### config.mk
export PLATFORM = sky130hd
export DESIGN_NAME = frame_update_scheduler_flat
export DESIGN_NICKNAME = d
export VERILOG_FILES = /design/src/rtl/game_pkg.sv /design/src/rtl/frame_update_scheduler_if.sv /design/src/rtl/frame_update_scheduler_button_edge_sync.sv /design/src/rtl/frame_update_scheduler.sv /design/src/flat_wrapper.sv
export SDC_FILE = /design/constraint.sdc
export NUM_CORES = 1
export LEC_CHECK = 0
export BUFFER_PORTS_ARGS = -buffer_cell sky130_fd_sc_hd__buf_2
export CORE_ASPECT_RATIO = 0.9
export CORE_MARGIN = 2
export CORE_UTILIZATION = 47
export DETAILED_ROUTE_END_ITERATION = 10
export PLACE_DENSITY = 0.77
export SLEW_MARGIN = 20
export SYNTH_ARGS = -nofsm -noshare
export SYNTH_HDL_FRONTEND = slang
export SYNTH_SLANG_ARGS = --single-unit
### constraint.sdc
create_clock -name vga_clock -period 2.6 [get_ports vga_clock]
set_clock_uncertainty 0.2 [all_clocks]
set_input_delay 0.52 -clock vga_clock [delete_from_list [all_inputs] [get_ports vga_clock]]
set_output_delay 0.52 -clock vga_clock [all_outputs]
set_load 0.02 [all_outputs]
### src/rtl/game_pkg.sv
// Shared game types, screen geometry and tile codes for the frame update scheduler
// and the tile-map game logic around it.
package game_pkg;

    typedef enum logic [1:0] {
        GS_TITLE = 2'd0,
        GS_PLAY  = 2'd1,
        GS_OVER  = 2'd2,
        GS_WIN   = 2'd3
    } game_state_t;

    typedef enum logic {
        SQ_IDLE = 1'b0,
        SQ_RUN  = 1'b1
    } sched_state_t;

    localparam int SCREEN_WIDTH  = 640;
    localparam int SCREEN_HEIGHT = 480;

    // Tile-map codes shared with the renderer and collision unit
    localparam logic [3:0] BDR = 4'd0;
    localparam logic [3:0] SKY = 4'd1;
    localparam logic [3:0] GND = 4'd2;
    localparam logic [3:0] BRK = 4'd3;
    localparam logic [3:0] QBK = 4'd4;
    localparam logic [3:0] PIP = 4'd5;
    localparam logic [3:0] CK1 = 4'd6;
    localparam logic [3:0] CK2 = 4'd7;

    function automatic logic [31:0] sat_dec(input logic [31:0] value);
        sat_dec = (value == 32'd0) ? 32'd0 : value - 32'd1;
    endfunction

endpackage

### src/rtl/frame_update_scheduler_if.sv
// Phase request/done handshake between the frame scheduler (master) and the update units (slave).
interface frame_update_scheduler_if #(
    parameter int NUM_PHASES = 4
);
    logic [NUM_PHASES-1:0] phase_req;
    logic [NUM_PHASES-1:0] phase_done;
    logic                  frame_done;

    modport master (output phase_req, output frame_done, input phase_done);
    modport slave  (input phase_req, input frame_done, output phase_done);
endinterface

### src/rtl/frame_update_scheduler_button_edge_sync.sv
// Two-flop synchroniser plus registered rising-edge detector for a raw push button.
module button_edge_sync (
    input  logic clk,
    input  logic rst,
    input  logic button,
    output logic pulse
);
    logic [1:0] sync_r;
    logic       prev_r;
    logic       pulse_r;

    // Synchronise, then emit one pulse per press however long it is held
    always_ff @(posedge clk or posedge rst) begin
        if (rst) begin
            sync_r  <= 2'b00;
            prev_r  <= 1'b0;
            pulse_r <= 1'b0;
        end else begin
            sync_r  <= {sync_r[0], button};
            prev_r  <= sync_r[1];
            pulse_r <= sync_r[1] & ~prev_r;
        end
    end

    assign pulse = pulse_r;
endmodule

### src/rtl/frame_update_scheduler.sv
// Once-per-frame update sequencer run in vertical blanking, plus game state and seconds timer.
// Optional feature macro: FRAME_SCHED_PAUSE_EN (adds pause_button and a paused state in PLAY).
module frame_update_scheduler
    import game_pkg::*;
#(
    parameter int SCREEN_HEIGHT     = 480,
    parameter int NUM_PHASES        = 4,
    parameter int FRAMES_PER_SECOND = 60,
    parameter int TIME_LIMIT        = 300,
    parameter int PHASE_TIMEOUT     = 1024
) (
    input  logic                      vga_clock,
    input  logic                      reset,
    input  logic [31:0]               row,
    input  logic [31:0]               column,
    input  logic                      start_button,
`ifdef FRAME_SCHED_PAUSE_EN
    input  logic                      pause_button,
`endif
    input  logic                      mario_dead,
    input  logic                      level_done,
    frame_update_scheduler_if.master  bus,
    output game_state_t               game_state,
    output logic [31:0]               seconds,
    output logic                      overrun
);
    localparam int PH_W  = (NUM_PHASES > 1) ? $clog2(NUM_PHASES) : 1;
    localparam int TMO_W = (PHASE_TIMEOUT > 1) ? $clog2(PHASE_TIMEOUT) : 1;
    localparam int FPS_W = (FRAMES_PER_SECOND > 1) ? $clog2(FRAMES_PER_SECOND) : 1;

    logic                  tick_r;
    logic                  start_pulse_s;
    logic                  paused_s;
    sched_state_t          sq_state_r;
    logic [PH_W-1:0]       phase_idx_r;
    logic [TMO_W-1:0]      tmo_cnt_r;
    logic [NUM_PHASES-1:0] phase_req_r;
    logic                  frame_done_r;
    game_state_t           gs_r;
    game_state_t           gs_next_s;
    logic [FPS_W-1:0]      frame_cnt_r;
    logic [31:0]           seconds_r;
    logic                  overrun_r;
    logic                  tick_eff_s;
    logic                  cur_done_s;
    logic                  timeout_s;
    logic                  advance_s;
    logic                  last_phase_s;
    logic                  seq_err_s;
    logic                  count_frame_s;
    logic                  wrap_s;
    logic                  play_entry_s;

    button_edge_sync u_start_sync (
        .clk    (vga_clock),
        .rst    (reset),
        .button (start_button),
        .pulse  (start_pulse_s)
    );

`ifdef FRAME_SCHED_PAUSE_EN
    logic pause_pulse_s;
    logic paused_r;

    button_edge_sync u_pause_sync (
        .clk    (vga_clock),
        .rst    (reset),
        .button (pause_button),
        .pulse  (pause_pulse_s)
    );

    // Pause toggles only inside PLAY and never survives leaving it
    always_ff @(posedge vga_clock or posedge reset) begin
        if (reset) begin
            paused_r <= 1'b0;
        end else if (gs_next_s != GS_PLAY) begin
            paused_r <= 1'b0;
        end else if (pause_pulse_s && (gs_r == GS_PLAY)) begin
            paused_r <= ~paused_r;
        end else begin
            paused_r <= paused_r;
        end
    end

    assign paused_s = paused_r;
`else
    assign paused_s = 1'b0;
`endif

    // Frame tick: first blanking row, column 0, one cycle late
    always_ff @(posedge vga_clock or posedge reset) begin
        if (reset) begin
            tick_r <= 1'b0;
        end else begin
            tick_r <= (row == 32'(SCREEN_HEIGHT)) && (column == 32'd0);
        end
    end

    // Sequencer and game-state decode
    always_comb begin
        tick_eff_s   = tick_r & ~paused_s;
        cur_done_s   = bus.phase_done[phase_idx_r];
        last_phase_s = (phase_idx_r == PH_W'(NUM_PHASES - 1));
        timeout_s    = 1'b0;
        advance_s    = 1'b0;
        if (sq_state_r == SQ_RUN) begin
            timeout_s = ~cur_done_s && (tmo_cnt_r == TMO_W'(PHASE_TIMEOUT - 1));
            advance_s = cur_done_s | timeout_s;
        end else begin
            timeout_s = 1'b0;
            advance_s = 1'b0;
        end
        seq_err_s     = (sq_state_r == SQ_RUN) && (tick_eff_s || timeout_s);
        count_frame_s = frame_done_r && (gs_r == GS_PLAY) && !paused_s;
        wrap_s        = count_frame_s && (frame_cnt_r == FPS_W'(FRAMES_PER_SECOND - 1));
        play_entry_s  = (gs_r == GS_TITLE) && start_pulse_s;
        gs_next_s     = gs_r;
        case (gs_r)
            GS_TITLE: begin
                if (start_pulse_s) gs_next_s = GS_PLAY;
                else               gs_next_s = GS_TITLE;
            end
            GS_PLAY: begin
                if (paused_s)                                                  gs_next_s = GS_PLAY;
                else if (mario_dead || (wrap_s && sat_dec(seconds_r) == 32'd0)) gs_next_s = GS_OVER;
                else if (level_done)                                           gs_next_s = GS_WIN;
                else                                                           gs_next_s = GS_PLAY;
            end
            GS_OVER, GS_WIN: begin
                if (start_pulse_s) gs_next_s = GS_TITLE;
                else               gs_next_s = gs_r;
            end
            default: gs_next_s = GS_TITLE;
        endcase
    end

    // Phase sequencer: one-hot request walks the phases with no idle gap between them
    always_ff @(posedge vga_clock or posedge reset) begin
        if (reset) begin
            sq_state_r   <= SQ_IDLE;
            phase_idx_r  <= {PH_W{1'b0}};
            tmo_cnt_r    <= {TMO_W{1'b0}};
            phase_req_r  <= {NUM_PHASES{1'b0}};
            frame_done_r <= 1'b0;
        end else begin
            frame_done_r <= 1'b0;
            case (sq_state_r)
                SQ_IDLE: begin
                    phase_idx_r <= {PH_W{1'b0}};
                    tmo_cnt_r   <= {TMO_W{1'b0}};
                    if (tick_eff_s && (gs_r == GS_PLAY)) begin
                        sq_state_r  <= SQ_RUN;
                        phase_req_r <= NUM_PHASES'(1);
                    end else begin
                        phase_req_r <= {NUM_PHASES{1'b0}};
                    end
                end
                SQ_RUN: begin
                    if (!advance_s) begin
                        tmo_cnt_r <= tmo_cnt_r + TMO_W'(1);
                    end else if (last_phase_s) begin
                        tmo_cnt_r    <= {TMO_W{1'b0}};
                        sq_state_r   <= SQ_IDLE;
                        phase_idx_r  <= {PH_W{1'b0}};
                        phase_req_r  <= {NUM_PHASES{1'b0}};
                        frame_done_r <= 1'b1;
                    end else begin
                        tmo_cnt_r   <= {TMO_W{1'b0}};
                        phase_idx_r <= phase_idx_r + PH_W'(1);
                        phase_req_r <= phase_req_r << 1;
                    end
                end
                default: begin
                    sq_state_r  <= SQ_IDLE;
                    phase_req_r <= {NUM_PHASES{1'b0}};
                end
            endcase
        end
    end

    // Game state, seconds countdown and sticky overrun
    always_ff @(posedge vga_clock or posedge reset) begin
        if (reset) begin
            gs_r        <= GS_TITLE;
            seconds_r   <= 32'(TIME_LIMIT);
            frame_cnt_r <= {FPS_W{1'b0}};
            overrun_r   <= 1'b0;
        end else begin
            gs_r <= gs_next_s;
            if (play_entry_s) begin
                seconds_r   <= 32'(TIME_LIMIT);
                frame_cnt_r <= {FPS_W{1'b0}};
                overrun_r   <= 1'b0;
            end else begin
                if (wrap_s) begin
                    frame_cnt_r <= {FPS_W{1'b0}};
                    seconds_r   <= sat_dec(seconds_r);
                end else if (count_frame_s) begin
                    frame_cnt_r <= frame_cnt_r + FPS_W'(1);
                end else begin
                    frame_cnt_r <= frame_cnt_r;
                end
                if (seq_err_s) overrun_r <= 1'b1;
                else           overrun_r <= overrun_r;
            end
        end
    end

    assign bus.phase_req  = phase_req_r;
    assign bus.frame_done = frame_done_r;
    assign game_state     = gs_r;
    assign seconds        = seconds_r;
    assign overrun        = overrun_r;
endmodule
### src/flat_wrapper.sv
// flat-port wrapper written by rule: the top's interface ports become plain ports
module frame_update_scheduler_flat import game_pkg::*;
#(
    parameter int SCREEN_HEIGHT     = 480,
    parameter int NUM_PHASES        = 4,
    parameter int FRAMES_PER_SECOND = 60,
    parameter int TIME_LIMIT        = 300,
    parameter int PHASE_TIMEOUT     = 1024
)
  (vga_clock, reset, row, column, start_button, mario_dead, level_done, game_state, seconds, overrun, bus_phase_req, bus_frame_done, bus_phase_done);
  frame_update_scheduler_if #(.NUM_PHASES(NUM_PHASES)) bus_i ();
  input  logic vga_clock;
  input  logic reset;
  input  logic [31:0] row;
  input  logic [31:0] column;
  input  logic start_button;
  input  logic mario_dead;
  input  logic level_done;
  output game_state_t game_state;
  output logic [31:0] seconds;
  output logic overrun;
  output wire logic [$bits(bus_i.phase_req)-1:0] bus_phase_req;
  output wire logic [$bits(bus_i.frame_done)-1:0] bus_frame_done;
  input wire logic [$bits(bus_i.phase_done)-1:0] bus_phase_done;
  assign bus_phase_req = bus_i.phase_req;
  assign bus_frame_done = bus_i.frame_done;
  assign bus_i.phase_done = bus_phase_done;
  frame_update_scheduler #(.SCREEN_HEIGHT(SCREEN_HEIGHT), .NUM_PHASES(NUM_PHASES), .FRAMES_PER_SECOND(FRAMES_PER_SECOND), .TIME_LIMIT(TIME_LIMIT), .PHASE_TIMEOUT(PHASE_TIMEOUT)) u_core (.vga_clock(vga_clock), .reset(reset), .row(row), .column(column), .start_button(start_button), .mario_dead(mario_dead), .level_done(level_done), .bus(bus_i), .game_state(game_state), .seconds(seconds), .overrun(overrun));
endmodule
==> metrics <==
status=finished with violations; violations in the final reports=negative setup slack; worst reg-to-reg setup slack=-0.20 ns; Crit Reg-Reg Endpoint=u_core.game_state[1]; Setup WS post-layout=-0.2029 ns; critical path class=reg -> reg; Final Hold Vio Count=0; synthesis warning total=0; Setup crit start kind=flip-flop; Final ANT Viol Nets=0; design internal power=2.115 mW; DRC marker count from the first detailed-route iteration=349; beginning of the worst register-to-register path=u_core.seconds[1]; switching share of total power=28.51%; combinational share of power=20.6%; final routed wire length divided by cell count=17.26 µm; Vias per Instance=5.982; routed vias=4217; clock latency on the worst-skew pair=0.35 ns; ratio of total power to cell area=550.5 nW/µm²; cell area after technology mapping=3739 µm²; count of different cell masters after synthesis=59; async set-or-reset flop fraction in the synthesized netlist=100.0%; fraction of the cycle the final worst path needs=107.8%; post-synthesis cell type with the largest combined area=dfrtp_1; vias in the first global route=3899; mean instance size in the synthesized netlist=8.923 µm²; net switching component of the power=0.8434 mW; flip-flop and latch count after synthesis=64; Std-Cell Rows=30; TritonCTS sink count=64; routed wire length=12.17 mm; core region area=7620 µm²; synthesis-to-layout area growth=43.74%; initial antenna violation count=0; total congestion overflow=0; # IOs=113; total clock buffers created by CTS=9; count of mapped cells out of synthesis=419; number of hold buffers added after cts=0; kind of path behind the tightest hold check=in -> async; total area of multi-input combinational cells=2125 µm²; post-synth net total=496; routability-driven placement congestion ratio=0.9232; highest clock frequency the design can meet=356.8 MHz; worst vdd rail ir drop=0.0002378 V; # placed instances=675; leakage power total=2.619 nW; # port buffers=112; fin. max-slew vios=0; clock network fraction of total power=39.2%; Most used DFF post-synth=dfrtp_1; Final Setup Violations=17; share of post-route cells with drive strength above 1=41.54%; CTS tree=done; Worst R2R Path Depth=11; Layout fillers=584; kind of capture point of the worst setup path=flip-flop; Worst Tran Pin Value=0.6176 ns; first-pass iteration count of the detailed router=5; unrepaired setup endpoints after global routing=yes; Crit Path Max Fanout=3; count of flip-flops with a built-in enable after synthesis=0; count of H-tree levels built during CTS=3; initial cell density of the core=49.06%; first-pass GRT wire length=18.60 mm; Die Wd=98.01 µm; proportion of synthesized chip area in sequential cells=42.97%; final std cells w/o fill=705; final routed DRC violation total=0; sequential cell area=1613 µm²; required time at the endpoint of the critical path=2.70 ns; clock transition at the registers of the reported paths=0.07 ns; fraction of the core area covered by cells at the end of the flow=70.53%; count of nets after finishing=681; DP Wirelength=8.533 mm; Die Outline Area=8685 µm²; share of the synthesized area in the top cell type=40.16%; pin count of the biggest net entering global routing=65; height of the die=88.61 µm; worst max-slew margin expressed relative to the limit=58.51%; crit path DAT=2.90 ns; minimum clock period after layout=2.803 ns; maximum root-to-sink buffer count=2; fraction of power consumed by sequential logic=40.2%; ranking of synthesized cells by area=dfrtp_1, nor2_1, nand2_1; clock root buffer=clkbuf_8; GRT Resource Usage Total=27.19%; number of diodes=0; number of max-capacitance violations reported=0
synthesized netlist by cell type (3+ instances only):
library cell	instances
dfrtp_1	60
nor2_1	47
nand2_1	41
o21ai_0	29
a21oi_1	23
nor4_1	21
nor3_1	18
nand3_1	15
nand4_1	12
xor2_1	12
nor2b_1	10
clkbuf_1	9
o21ai_1	9
xnor2_1	9
o31ai_1	8
or3_1	8
inv_1	7
and3_1	5
nor4b_1	5
dfstp_2	4
ha_1	4
nor3b_1	4
o22a_1	4
buf_2	3
buf_6	3
o41ai_1	3
or2_2	3
or4_1	3
routing by layer:
layer | up-vias | share of wire, % | GRT usage, %
met3 | 28 | 9.1 | 4.107
li1 | 1923 | - | -
met5 | - | 0 | 0
met2 | 258 | 50 | 47.95
met1 | 2008 | 38 | 34.15
met4 | 0 | 2.4 | 10.73
how the worst max path moves through the flow:
stage                  startpoint              endpoint  depth (start not counted)
2_1_floorplan   u_core.seconds[1]  u_core.game_state[1]                         10
3_3_place_gp    u_core.seconds[1]  u_core.game_state[1]                         10
3_5_place_dp    u_core.seconds[1]  u_core.game_state[0]                         11
4_1_cts        u_core.seconds[18]  u_core.game_state[1]                          8
5_1_grt         u_core.seconds[1]  u_core.game_state[1]                         12
6_report        u_core.seconds[1]  u_core.game_state[1]                         11
layout by cell type (no fill, tap or decap), types with 3 or more instances in the layout:
master,n
buf_2,112
buf_4,73
dfrtp_1,55
nor2_1,47
nand2_1,41
o21ai_0,23
a21oi_1,22
nor4_1,19
nand3_1,15
nor3_1,15
o21ai_1,15
nand4_1,12
xor2_1,12
clkbuf_8,10
nor2b_1,9
xnor2_1,9
o31ai_1,8
or3_1,6
nor4b_1,5
dfrtp_2,5
and3_1,4
nor3b_1,4
inv_1,4
or3_4,4
o22a_1,4
bufinv_16,4
dfstp_2,4
nor4_2,3
or4_1,3
or2_2,3
inv_2,3
o41ai_1,3
ha_1,3
worst max-delay path, stage by stage (launching register included):
cell and delay (ns):
dfrtp_2 0.41, inv_2 0.08, ha_4 0.14, or4b_4 0.45, buf_4 0.15, nor4_4 0.18, xnor2_1 0.17, nand4_1 0.16
nor4_2 0.30, o2111ai_2 0.17, a21boi_2 0.21, a221o_1 0.13
flip-flops by register name (all words and copies together), names as in the netlist, 2 cells and up:
name and cells:
u_core.phase_idx_r 2, u_core.seconds 32, u_core.frame_cnt_r 6, u_core.u_start_sync.sync_r 2, u_core.game_state 2, u_core.tmo_cnt_r 10
u_core.bus.phase_req 4
power by group through the flow:
stage                     logic (mW)  registers (mW)  clock network (mW)
after detailed placement       0.579            1.20                   0
after CTS                      0.585            1.18                1.17
after floorplan                0.325            1.20                   0
after global placement         0.562            1.20                   0
after global routing           0.664            1.20                1.21
final                          0.609            1.19                1.16
area by class of cell:
class | instances | share of cell area [%]
multi-input combinational | 331 | 39.53
tap | 96 | 2.235
timing repair buffer | 191 | 22.72
sequential | 64 | 30.01
inverter | 7 | 0.4889
clock buffer | 11 | 2.631
clock inverter | 5 | 2.375
kinds of logic (layout without fill, tap and decap cells):
group	count (synthesis)	in the layout	share of synthesized area [%]
multiplexers	2	2	0.8701
buffers and inverters	24	214	3.313
XOR/XNOR	21	21	4.920
AND/OR/NAND/NOR	212	212	31.36
AO/OA/AOI/OAI	92	92	15.23
flip-flops	64	64	42.97
adder cells (fa/ha/maj)	4	4	1.339
metrics by stage:
stage	hold slack, ns	power [mW]	cell area, µm²	setup WS [ns]	TNS, ns
after floorplan	0.1312	1.529	3797	-0.1640	-0.2155
after global placement	0.1378	1.758	4886	-0.1288	-0.4941
after detailed placement	0.1381	1.776	4886	-0.2149	-1.414
after CTS	0.03327	2.937	5211	-0.1481	-1.401
after global routing	0.06257	3.080	5374	-0.2990	-3.680
final	0.02294	2.959	5374	-0.2029	-1.287
timing repair:
item,CTS,global route
gates cloned,0,3
pin swaps,7,11
resized for setup,4,16
setup buffers,4,7
endpoints found under the setup margin,24,27
(Power assumes the default switching activity.)
